===== src/rtl/v_div_pkg.sv =====
// Shared definitions for the packed vector integer divider.
// funct6 encodings, SEW encoding, FSM states and per-SEW lane helpers.
package v_div_pkg;

  localparam logic [5:0] FUNCT6_VDIVU = 6'b100000;
  localparam logic [5:0] FUNCT6_VDIV  = 6'b100001;
  localparam logic [5:0] FUNCT6_VREMU = 6'b100010;
  localparam logic [5:0] FUNCT6_VREM  = 6'b100011;

  typedef enum logic [1:0] {
    SEW_8   = 2'b00,
    SEW_16  = 2'b01,
    SEW_32  = 2'b10,
    SEW_BAD = 2'b11
  } sew_e;

  typedef enum logic [2:0] {
    ST_IDLE,
    ST_SETUP,
    ST_ITER,
    ST_FIX,
    ST_DONE
  } div_state_e;

  function automatic logic [31:0] sew_mask(input sew_e s);
    case (s)
      SEW_8:   return 32'h0000_00FF;
      SEW_16:  return 32'h0000_FFFF;
      default: return 32'hFFFF_FFFF;
    endcase
  endfunction

  function automatic logic [4:0] sew_ew_m1(input sew_e s);
    case (s)
      SEW_8:   return 5'd7;
      SEW_16:  return 5'd15;
      default: return 5'd31;
    endcase
  endfunction

  function automatic logic [1:0] sew_last_lane(input sew_e s);
    case (s)
      SEW_8:   return 2'd3;
      SEW_16:  return 2'd1;
      default: return 2'd0;
    endcase
  endfunction

endpackage


===== src/rtl/v_div_core.sv =====
// Radix-2 restoring divider datapath on unsigned magnitudes up to 32 bits.
// One quotient bit per step; the ew input selects which dividend bit feeds the partial remainder.
module v_div_core
  import v_div_pkg::*;
(
  input  logic        clk,
  input  logic        rst,
  input  logic        load,
  input  logic        step,
  input  logic [1:0]  ew,
  input  logic [31:0] dividend,
  input  logic [31:0] divisor,
  output logic [31:0] quotient,
  output logic [31:0] remainder
);

  logic [31:0] q_r;
  logic [31:0] d_r;
  logic [31:0] r_r;
  logic        msb;
  logic [32:0] r_sh;
  logic [32:0] r_diff;
  logic        ge;

  // Partial remainder stays below the divisor, so 33 bits cover the shifted trial.
  always_comb begin
    msb    = q_r[sew_ew_m1(sew_e'(ew))];
    r_sh   = {r_r, msb};
    r_diff = r_sh - {1'b0, d_r};
    ge     = ~r_diff[32];
  end

  always_ff @(posedge clk) begin
    if (rst) begin
      q_r <= '0;
      d_r <= '0;
      r_r <= '0;
    end else if (load) begin
      q_r <= dividend;
      d_r <= divisor;
      r_r <= '0;
    end else if (step) begin
      r_r <= ge ? r_diff[31:0] : r_sh[31:0];
      q_r <= {q_r[30:0], ge};
    end
  end

  assign quotient  = q_r;
  assign remainder = r_r;

endmodule


===== src/rtl/v_div.sv =====
// SEW-configurable packed vector divider (vdivu/vdiv/vremu/vrem), lanes processed LSB-first.
// Optional V_DIV_EARLY_OUT_EN: special or |divisor|>|dividend| lanes skip the iteration phase.
module v_div
  import v_div_pkg::*;
#(
  parameter int unsigned XLEN = 32
) (
  input  logic            clk,
  input  logic            rst,
  input  logic            is_div,
  input  logic [XLEN-1:0] op_A,
  input  logic [XLEN-1:0] op_B,
  input  logic [1:0]      sew,
  input  logic [5:0]      op_instr,
  output logic            busy,
  output logic            done,
  output logic [XLEN-1:0] result
);

  div_state_e      state;
  logic [XLEN-1:0] a_q, b_q, acc, la_q;
  sew_e            sew_q;
  logic            signed_q, rem_q;
  logic [1:0]      lane_k;
  logic [4:0]      cnt;
  logic            neg_a_q, neg_b_q, dz_q, ovf_q;
`ifdef V_DIV_EARLY_OUT_EN
  logic            small, small_q;
`endif

  logic [XLEN-1:0] mask, raw_a, raw_b, sx_a, sx_b, mag_a, mag_b, min_neg;
  logic [XLEN-1:0] core_q, core_r, q_mag, r_mag, q_fix, r_fix, lane_val, acc_next;
  logic [4:0]      shamt, ew_m1;
  logic            neg_a, neg_b, dz, ovf;

  // Lane extraction for SETUP and sign/special fixup for FIX.
  always_comb begin
    mask    = sew_mask(sew_q);
    ew_m1   = sew_ew_m1(sew_q);
    min_neg = mask ^ (mask >> 1);
    case (sew_q)
      SEW_8:   shamt = {lane_k, 3'b000};
      SEW_16:  shamt = {lane_k[0], 4'b0000};
      default: shamt = 5'd0;
    endcase
    raw_a = (a_q >> shamt) & mask;
    raw_b = (b_q >> shamt) & mask;
    neg_a = signed_q & raw_a[ew_m1];
    neg_b = signed_q & raw_b[ew_m1];
    sx_a  = neg_a ? (raw_a | ~mask) : raw_a;
    sx_b  = neg_b ? (raw_b | ~mask) : raw_b;
    mag_a = neg_a ? -sx_a : sx_a;
    mag_b = neg_b ? -sx_b : sx_b;
    dz    = (raw_b == '0);
    ovf   = signed_q && (raw_a == min_neg) && (raw_b == mask);
`ifdef V_DIV_EARLY_OUT_EN
    small = (mag_b > mag_a);
`endif

    q_mag = core_q & mask;
    r_mag = core_r & mask;
    q_fix = (neg_a_q ^ neg_b_q) ? -q_mag : q_mag;
    r_fix = neg_a_q ? -r_mag : r_mag;
    if (dz_q) begin
      q_fix = mask;
      r_fix = la_q;
    end else if (ovf_q) begin
      q_fix = la_q;
      r_fix = '0;
`ifdef V_DIV_EARLY_OUT_EN
    end else if (small_q) begin
      q_fix = '0;
      r_fix = la_q;
`endif
    end
    lane_val = (rem_q ? r_fix : q_fix) & mask;

    acc_next = acc;
    case (sew_q)
      SEW_8:   acc_next[shamt +: 8]  = lane_val[7:0];
      SEW_16:  acc_next[shamt +: 16] = lane_val[15:0];
      default: acc_next              = lane_val;
    endcase
  end

  v_div_core u_core (
    .clk       (clk),
    .rst       (rst),
    .load      (state == ST_SETUP),
    .step      (state == ST_ITER),
    .ew        (sew_q),
    .dividend  (mag_a),
    .divisor   (mag_b),
    .quotient  (core_q),
    .remainder (core_r)
  );

  // Sequencer: IDLE/DONE accept, then SETUP -> ITER -> FIX per lane.
  always_ff @(posedge clk) begin
    if (rst) begin
      state    <= ST_IDLE;
      busy     <= 1'b0;
      done     <= 1'b0;
      result   <= '0;
      a_q      <= '0;
      b_q      <= '0;
      acc      <= '0;
      la_q     <= '0;
      sew_q    <= SEW_8;
      signed_q <= 1'b0;
      rem_q    <= 1'b0;
      lane_k   <= '0;
      cnt      <= '0;
      neg_a_q  <= 1'b0;
      neg_b_q  <= 1'b0;
      dz_q     <= 1'b0;
      ovf_q    <= 1'b0;
`ifdef V_DIV_EARLY_OUT_EN
      small_q  <= 1'b0;
`endif
    end else begin
      case (state)
        ST_IDLE, ST_DONE: begin
          done  <= 1'b0;
          state <= ST_IDLE;
          if (is_div) begin
            a_q      <= op_A;
            b_q      <= op_B;
            sew_q    <= sew_e'(sew);
            signed_q <= op_instr[0];
            rem_q    <= op_instr[1];
            lane_k   <= '0;
            acc      <= '0;
            if ((sew_e'(sew) == SEW_BAD) || (op_instr[5:2] != FUNCT6_VDIVU[5:2])) begin
              state  <= ST_DONE;
              done   <= 1'b1;
              result <= '0;
            end else begin
              state <= ST_SETUP;
              busy  <= 1'b1;
            end
          end
        end
        ST_SETUP: begin
          la_q    <= raw_a;
          neg_a_q <= neg_a;
          neg_b_q <= neg_b;
          dz_q    <= dz;
          ovf_q   <= ovf;
          cnt     <= '0;
          state   <= ST_ITER;
`ifdef V_DIV_EARLY_OUT_EN
          small_q <= small;
          if (dz || ovf || small) state <= ST_FIX;
`endif
        end
        ST_ITER: begin
          cnt <= cnt + 5'd1;
          if (cnt == ew_m1) state <= ST_FIX;
        end
        ST_FIX: begin
          acc <= acc_next;
          if (lane_k == sew_last_lane(sew_q)) begin
            state  <= ST_DONE;
            result <= acc_next;
            done   <= 1'b1;
            busy   <= 1'b0;
          end else begin
            lane_k <= lane_k + 2'd1;
            state  <= ST_SETUP;
          end
        end
        default: state <= ST_IDLE;
      endcase
    end
  end

endmodule


===== config.mk =====
export PLATFORM = sky130hd
export DESIGN_NAME = v_div
export DESIGN_NICKNAME = d
export VERILOG_FILES = /design/src/rtl/v_div_pkg.sv /design/src/rtl/v_div_core.sv /design/src/rtl/v_div.sv
export SDC_FILE = /design/constraint.sdc
export NUM_CORES = 1
export LEC_CHECK = 0
export BUFFER_PORTS_ARGS = -buffer_cell sky130_fd_sc_hd__buf_4
export CAP_MARGIN = 20
export CORE_MARGIN = 2
export CORE_UTILIZATION = 41
export DETAILED_ROUTE_END_ITERATION = 8
export PLACE_DENSITY = 0.56
export SYNTH_ARGS = -nofsm -noshare
export SYNTH_HDL_FRONTEND = slang
export SYNTH_SLANG_ARGS = --single-unit

===== constraint.sdc =====
create_clock -name clk -period 7.45 [get_ports clk]
set_input_delay 1.1175 -clock clk [delete_from_list [all_inputs] [get_ports clk]]
set_output_delay 1.1175 -clock clk [all_outputs]
set_load 0.05 [all_outputs]

Word level (Yosys, flattened, before mapping)

Cells that the tools add are included.
Widths: inputs -> output; s select.

Add/sub/neg operators: 8
Magnitude comparators: 1
Eq/ne operators: 17
Shift operators: 6
Multiplexer cells: 52
Bitwise operators: 13
Reduce and logical (&&, ||, !) cells: 16

Operators with widths:

| cell                    | count |
|---|---|
| $mux 32                 | 18 |
| $pmux 32 s2             | 4 |
| $and 32x32->32          | 5 |
| $neg 32->32             | 4 |
| $bwmux 32               | 2 |
| $eq 32x32->1            | 2 |
| $or 32x32->32           | 2 |
| $shr 32x5->32           | 2 |
| $sub 33x32->33          | 1 |
| $logic_not 32->1        | 1 |
| $not 32->32             | 1 |
| $shift 16x7->32 const A | 1 |
| $shift 8x7->32 const A  | 1 |
| $shiftx 16x7->32        | 1 |
| $shiftx 8x7->32         | 1 |
| $xor 32x31->32          | 1 |
| $pmux 5 s2              | 3 |
| $bmux 1 s5              | 3 |
| $mux 3                  | 4 |
| $ne 2x2->1 const B      | 6 |
| $pmux 3 s4              | 1 |
| $mux 1                  | 9 |
| $mux 2                  | 4 |
| $pmux 2 s2              | 2 |
| 25 further kinds        | 34 |

Register bits: 276
Input bits: 75
Word-level logic and storage cells: 133

Depth between registers and ports, before layout

Depth after elaboration: 14
Depth in mapped cells: 23

Hierarchy

A second synthesis with hierarchy kept.

Cell total of the unflattened synthesis: 2762
Area total of the unflattened synthesis: 19995.4 µm²

Modules (own cells, without submodules):

| module     | instances | cells an instance | area each (µm²) | seq. area each (µm²) |
|---|---|---|---|---|
| v_div      | 1         | 2029              | 14032.2         | 3603.5 |
| v_div_core | 1         | 733               | 5963.2          | 1921.8 |

Least setup slack after synthesis

No wires, ideal clock.

Kind: reg2reg
Start point: register sew_q[1]
End point: register u_core.r_r[13] (netlist: u_core.remainder[13])
Library setup time: 0.133 ns
Data arrival time: 4.928 ns
Setup slack: 2.390 ns
Cell stages (with the launch flop): 24
Path buffers: 11
Period minus slack after synthesis: 5.060 ns
Path through: dfxtp_1 buf_2 buf_2 buf_2 buf_2 buf_2 buf_2 buf_2 buf_1 a21oi_1 ha_1 fa_1 nor2b_1 o31ai_1 a211o_1 a211oi_1 o21a_1 or3_1 clkbuf_1 and2_1 buf_4 buf_2 mux2i_1 a21oi_1

Longest elaborated chain between the ends: 6
Elaborated cells between the ends (all ways): 7

RTL lines:

| element                                       | line             | source |
|---|---|---|
| from (decl)                                   | v_div.sv:22      | `sew_e sew_q;` |
| from (signal assigned)                        | v_div.sv:129     | `sew_q <= sew_e'(sew);` |
| $eq 2x1->1 or $logic_not 2->1 (tied branches) | v_div_pkg.sv:34  | `case (s)` |
| $pmux 5 s2 *                                  | v_div_pkg.sv:34  |  |
| $bmux 1 s5 *                                  | v_div_core.sv:27 | `msb = q_r[sew_ew_m1(sew_e'(ew))];` |
| $mux 1 (not written as such) *                | v_div_core.sv:27 |  |
| $sub 33x32->33 *                              | v_div_core.sv:29 | `r_diff = r_sh - {1'b0, d_r};` |
| $mux 32 *                                     | v_div_core.sv:43 | `r_r <= ge ? r_diff[31:0] : r_sh[31:0];` |
| to (signal assigned)                          | v_div_core.sv:43 |  |
| to (decl)                                     | v_div_core.sv:19 | `logic [31:0] r_r;` |

Mark *: on every way between the ends. The rest lies on a longest branch, timed or not. The select of a mux whose other input is x is not followed.
A chain may end at the register's enable or synchronous reset.

Worst setup path after layout

Start point: register lane_k[0]
End point: register u_core.d_r[30]

Longest elaborated chain between the ends: 9
Elaborated cells between the ends (all ways): 10

RTL lines:

| element                      | line             | source |
|---|---|---|
| from (decl)                  | v_div.sv:24      | `logic [1:0] lane_k;` |
| from (signal assigned)       | v_div.sv:169     | `lane_k <= lane_k + 2'd1;` |
| $pmux 5 s2 *                 | v_div.sv:41      | `case (sew_q)` |
| $shr 32x5->32 *              | v_div.sv:47      | `raw_b = (b_q >> shamt) & mask;` |
| $and 32x32->32 *             | v_div.sv:47      |  |
| $bmux 1 s5                   | v_div.sv:49      | `neg_b = signed_q & raw_b[ew_m1];` |
| $mux 1 (not written as such) | v_div.sv:49      |  |
| $and 1x1->1                  | v_div.sv:49      |  |
| $mux 32                      | v_div.sv:51      | `sx_b = neg_b ? (raw_b \| ~mask) : raw_b;` |
| $neg 32->32                  | v_div.sv:53      | `mag_b = neg_b ? -sx_b : sx_b;` |
| $mux 32 *                    | v_div.sv:53      |  |
| to (signal assigned)         | v_div_core.sv:40 | `d_r <= divisor;` |
| to (decl)                    | v_div_core.sv:18 | `logic [31:0] d_r;` |

Marks and branches as above.

==> metrics <==
DR vias/cell=6.23; cell taking the most area after synthesis=dfxtp_1; slowest CP cell=dfxtp_1; post-layout util=46.6%; minimum clock period=5.13 ns; crit end category=flip-flop; relative slew slack=14.8%; asr flop ratio synth=0%; Sink Count=276; Power, Total=3.99 mW; Clock Pin Slew Worst Setup and Hold Paths=0.06 ns; 1st-iter DRT viols=1,993; All-Layer GR Usage=29.9%; top-area cell type share of the netlist area=29.2%; Yosys cell types=103; die height=219 µm; Crit path max-delay family=simple AND/OR/NAND/NOR gates; Core Footprint=0.0455 mm²; Post-CTS Setup Inserts=0; synthesized netlist cell count=2,562; TritonCTS Buffers=34; Resized cells post-CTS=0; fin crit share=68.9%; Final Hold Slack=0.453 ns; routed length per placed instance=23.2 µm; DRT Pass-1 Iters=6; DRC errors left=0; Final Slew Violations=0; worst hold path class=flip-flop to flip-flop; initial antenna violation count=2; largest net degree at the start of global routing=189; layout cells sized above 1=10.8%; RSZ-0062 raised after global routing=false; crit path buf inv count=3; post-synth net total=2,683; Initial Utilization=41.6%; most common cell after layout, fill and taps aside=nand2_1; worst path required time=7.91 ns; Crit Path Category=flip-flop to flip-flop; Largest stage delay, worst path=0.65 ns; Post-synth EDFFs=0; first-pass GRT wire length=111,000 µm; Port Buffer Count=108; Synth Register Bits=276; Max VDD drop=147 µV; vias in the first global route=17,907; Hold Violations, Final=0; std cell rows=78; final RePlAce weighted congestion=0.969; CP arrival=5.59 ns; Ys Warns=0; leakage=7.85 nW; hold_buf cts=0; Syn Area/Cell=7.38 µm²; clk root buf=clkbuf_16; Main synth FF type=dfxtp_1; Max-Cap Viols=0; most frequent cells in the layout=379 x nand2_1, 297 x a21oi_1, 274 x dfxtp_1; Final Setup Violations=0; HPWL Detailed=53,400 µm; worst-path cell chain=or3b_1 -> buf_4 -> inv_4 -> mux2i_1 -> mux2i_1 -> inv_1 -> ha_1 -> a21boi_1 -> nand4b_2 -> or3_1 -> or3b_1 -> a221o_1 -> o221ai_1; Worst setup SP type=flip-flop; status=complete, no violations; clk_skew=0.0319 ns; Max Fclk=0.195 GHz; antenna viol nets, final=0; number of H-tree levels=2; via count=19,742; CTS Buffer Depth=3; Synth Cell Area=0.0189 mm²; GRT overflow=0; Ports=109; clk_lat worst skew=0.58 ns; final wirelength=73,400 µm; DR WL met3=5520 µm; area delta synth->final=12.1%; top cells by area, synth=dfxtp_1 29%, a21oi_1 7.9%, nand2_1 7.5%, nor2_1 4.4%, mux2i_1 3.4%; Setup TNS Final=0 ns; M1 WL=33,100 µm; uppermost layer routed=met4; CP max FO=39; Power Density=188 mW/mm²; die area=0.0478 mm²; CTS tree=built; Die W=219 µm; metal2 WL=32,300 µm; # nets final=2,665; filler cell count in the final layout=4,752; actual slew at the worst max-slew pin=1.28 ns; register area share after synthesis=29.2%
## through the flow
step	setup WS, ns	area (µm²)	std cells
6_report	2.32	21200	3170
5_1_grt	2.05	21200	3169
4_1_cts	2.45	21200	3167
3_5_place_dp	2.48	20000	3106
3_3_place_gp	2.63	20000	3105
2_1_floorplan	2.39	18900	2562
## cell families (layout without fill, tap and decap cells)
family	after synthesis	in the layout	synth area share, %
muxes	92	92	5.40
AOI/OAI and AO/OA	854	854	29.4
other	0	1	0
and+or+nand+nor	908	908	22.1
buffers and inverters	281	288	5.96
xor gates and xnor gates	105	105	4.86
adders and majority gates	46	46	3.08
DFF	276	276	29.2
## synth_stat cells, types with 10 or more instances
cell and n:
or3_1 20, clkbuf_1 150, a22oi_1 49, and3_1 15, a221oi_1 25, o21ai_0 125, nand4_1 13, a31oi_1 30
a221o_1 10, o41ai_1 13, nand3_1 87, o211ai_1 17, nor2b_1 19, o221ai_1 13, buf_1 24, o22ai_1 45
nand2b_1 16, xnor2_1 64, or2_2 10, ha_1 45, nor2_1 220, nand2_1 380, mux2_2 16, o21a_1 13
inv_1 80, xor2_1 41, nor4_1 17, mux2i_1 64, a21oi_1 297, a21o_1 32, buf_2 17, dfxtp_1 276
nor3_1 47, o31ai_1 32, a211oi_1 55
## layer usage
layer  track usage (%)  vias to the layer above
met3              4.11                      153
met4              10.4                        0
met2              45.9                      850
met5                 0                        -
met1              42.8                     9421
li1                  -                     9318
## sequential cells by signal, indices dropped and copies added (netlist names)
name / flops
rem_q: 1
signed_q: 1
ovf_q: 1
u_core.d_r: 32
neg_a_q: 1
state: 3
lane_k: 2
result: 32
sew_q: 2
dz_q: 1
busy: 1
done: 1
acc: 32
a_q: 32
b_q: 32
u_core.quotient: 32
cnt: 5
neg_b_q: 1
la_q: 32
u_core.remainder: 32
## path summary, 6_finish.rpt
kind                                               from                          end  slack (ns)  depth (start not counted)
worst min register to register  result[21]$_SDFFE_PP0P_      result[21]$_SDFFE_PP0P_        0.45                          2
worst min-delay path            result[21]$_SDFFE_PP0P_      result[21]$_SDFFE_PP0P_        0.45                          2
worst max-delay path             lane_k[0]$_SDFFE_PP0P_  u_core.d_r[30]$_SDFFE_PP0P_        2.32                         13
worst max register to register   lane_k[0]$_SDFFE_PP0P_  u_core.d_r[30]$_SDFFE_PP0P_        2.32                         13
## layout make-up
class | count | area [µm²] | share of cell area [%]
Sequential cell | 276 | 5530 | 26.1
Clock buffer | 48 | 973 | 4.59
Multi-Input combinational cell | 2005 | 12300 | 58.0
Timing Repair Buffer | 144 | 1090 | 5.17
Antenna cell | 1 | 2.50 | 0.0118
Tap cell | 600 | 751 | 3.54
Inverter | 83 | 314 | 1.48
Clock inverter | 13 | 244 | 1.15
## where the power goes
part	internal (mW)	switching [mW]	total, mW
registers	1.50	0.0601	1.56
logic	0.222	0.384	0.606
clock network	1.10	0.724	1.83
total	2.83	1.17	3.99
## worst register-to-register path: cells and delay by family (launching register included)
family / cells / cell delay (ns)
and+or+nand+nor: 4 / 1.63
buffers and inverters: 3 / 0.97
muxes: 2 / 0.86
AOI/OAI and AO/OA: 3 / 0.72
DFF: 1 / 0.65
adders and majority gates: 1 / 0.19
Power figures use the tool's default switching activity.
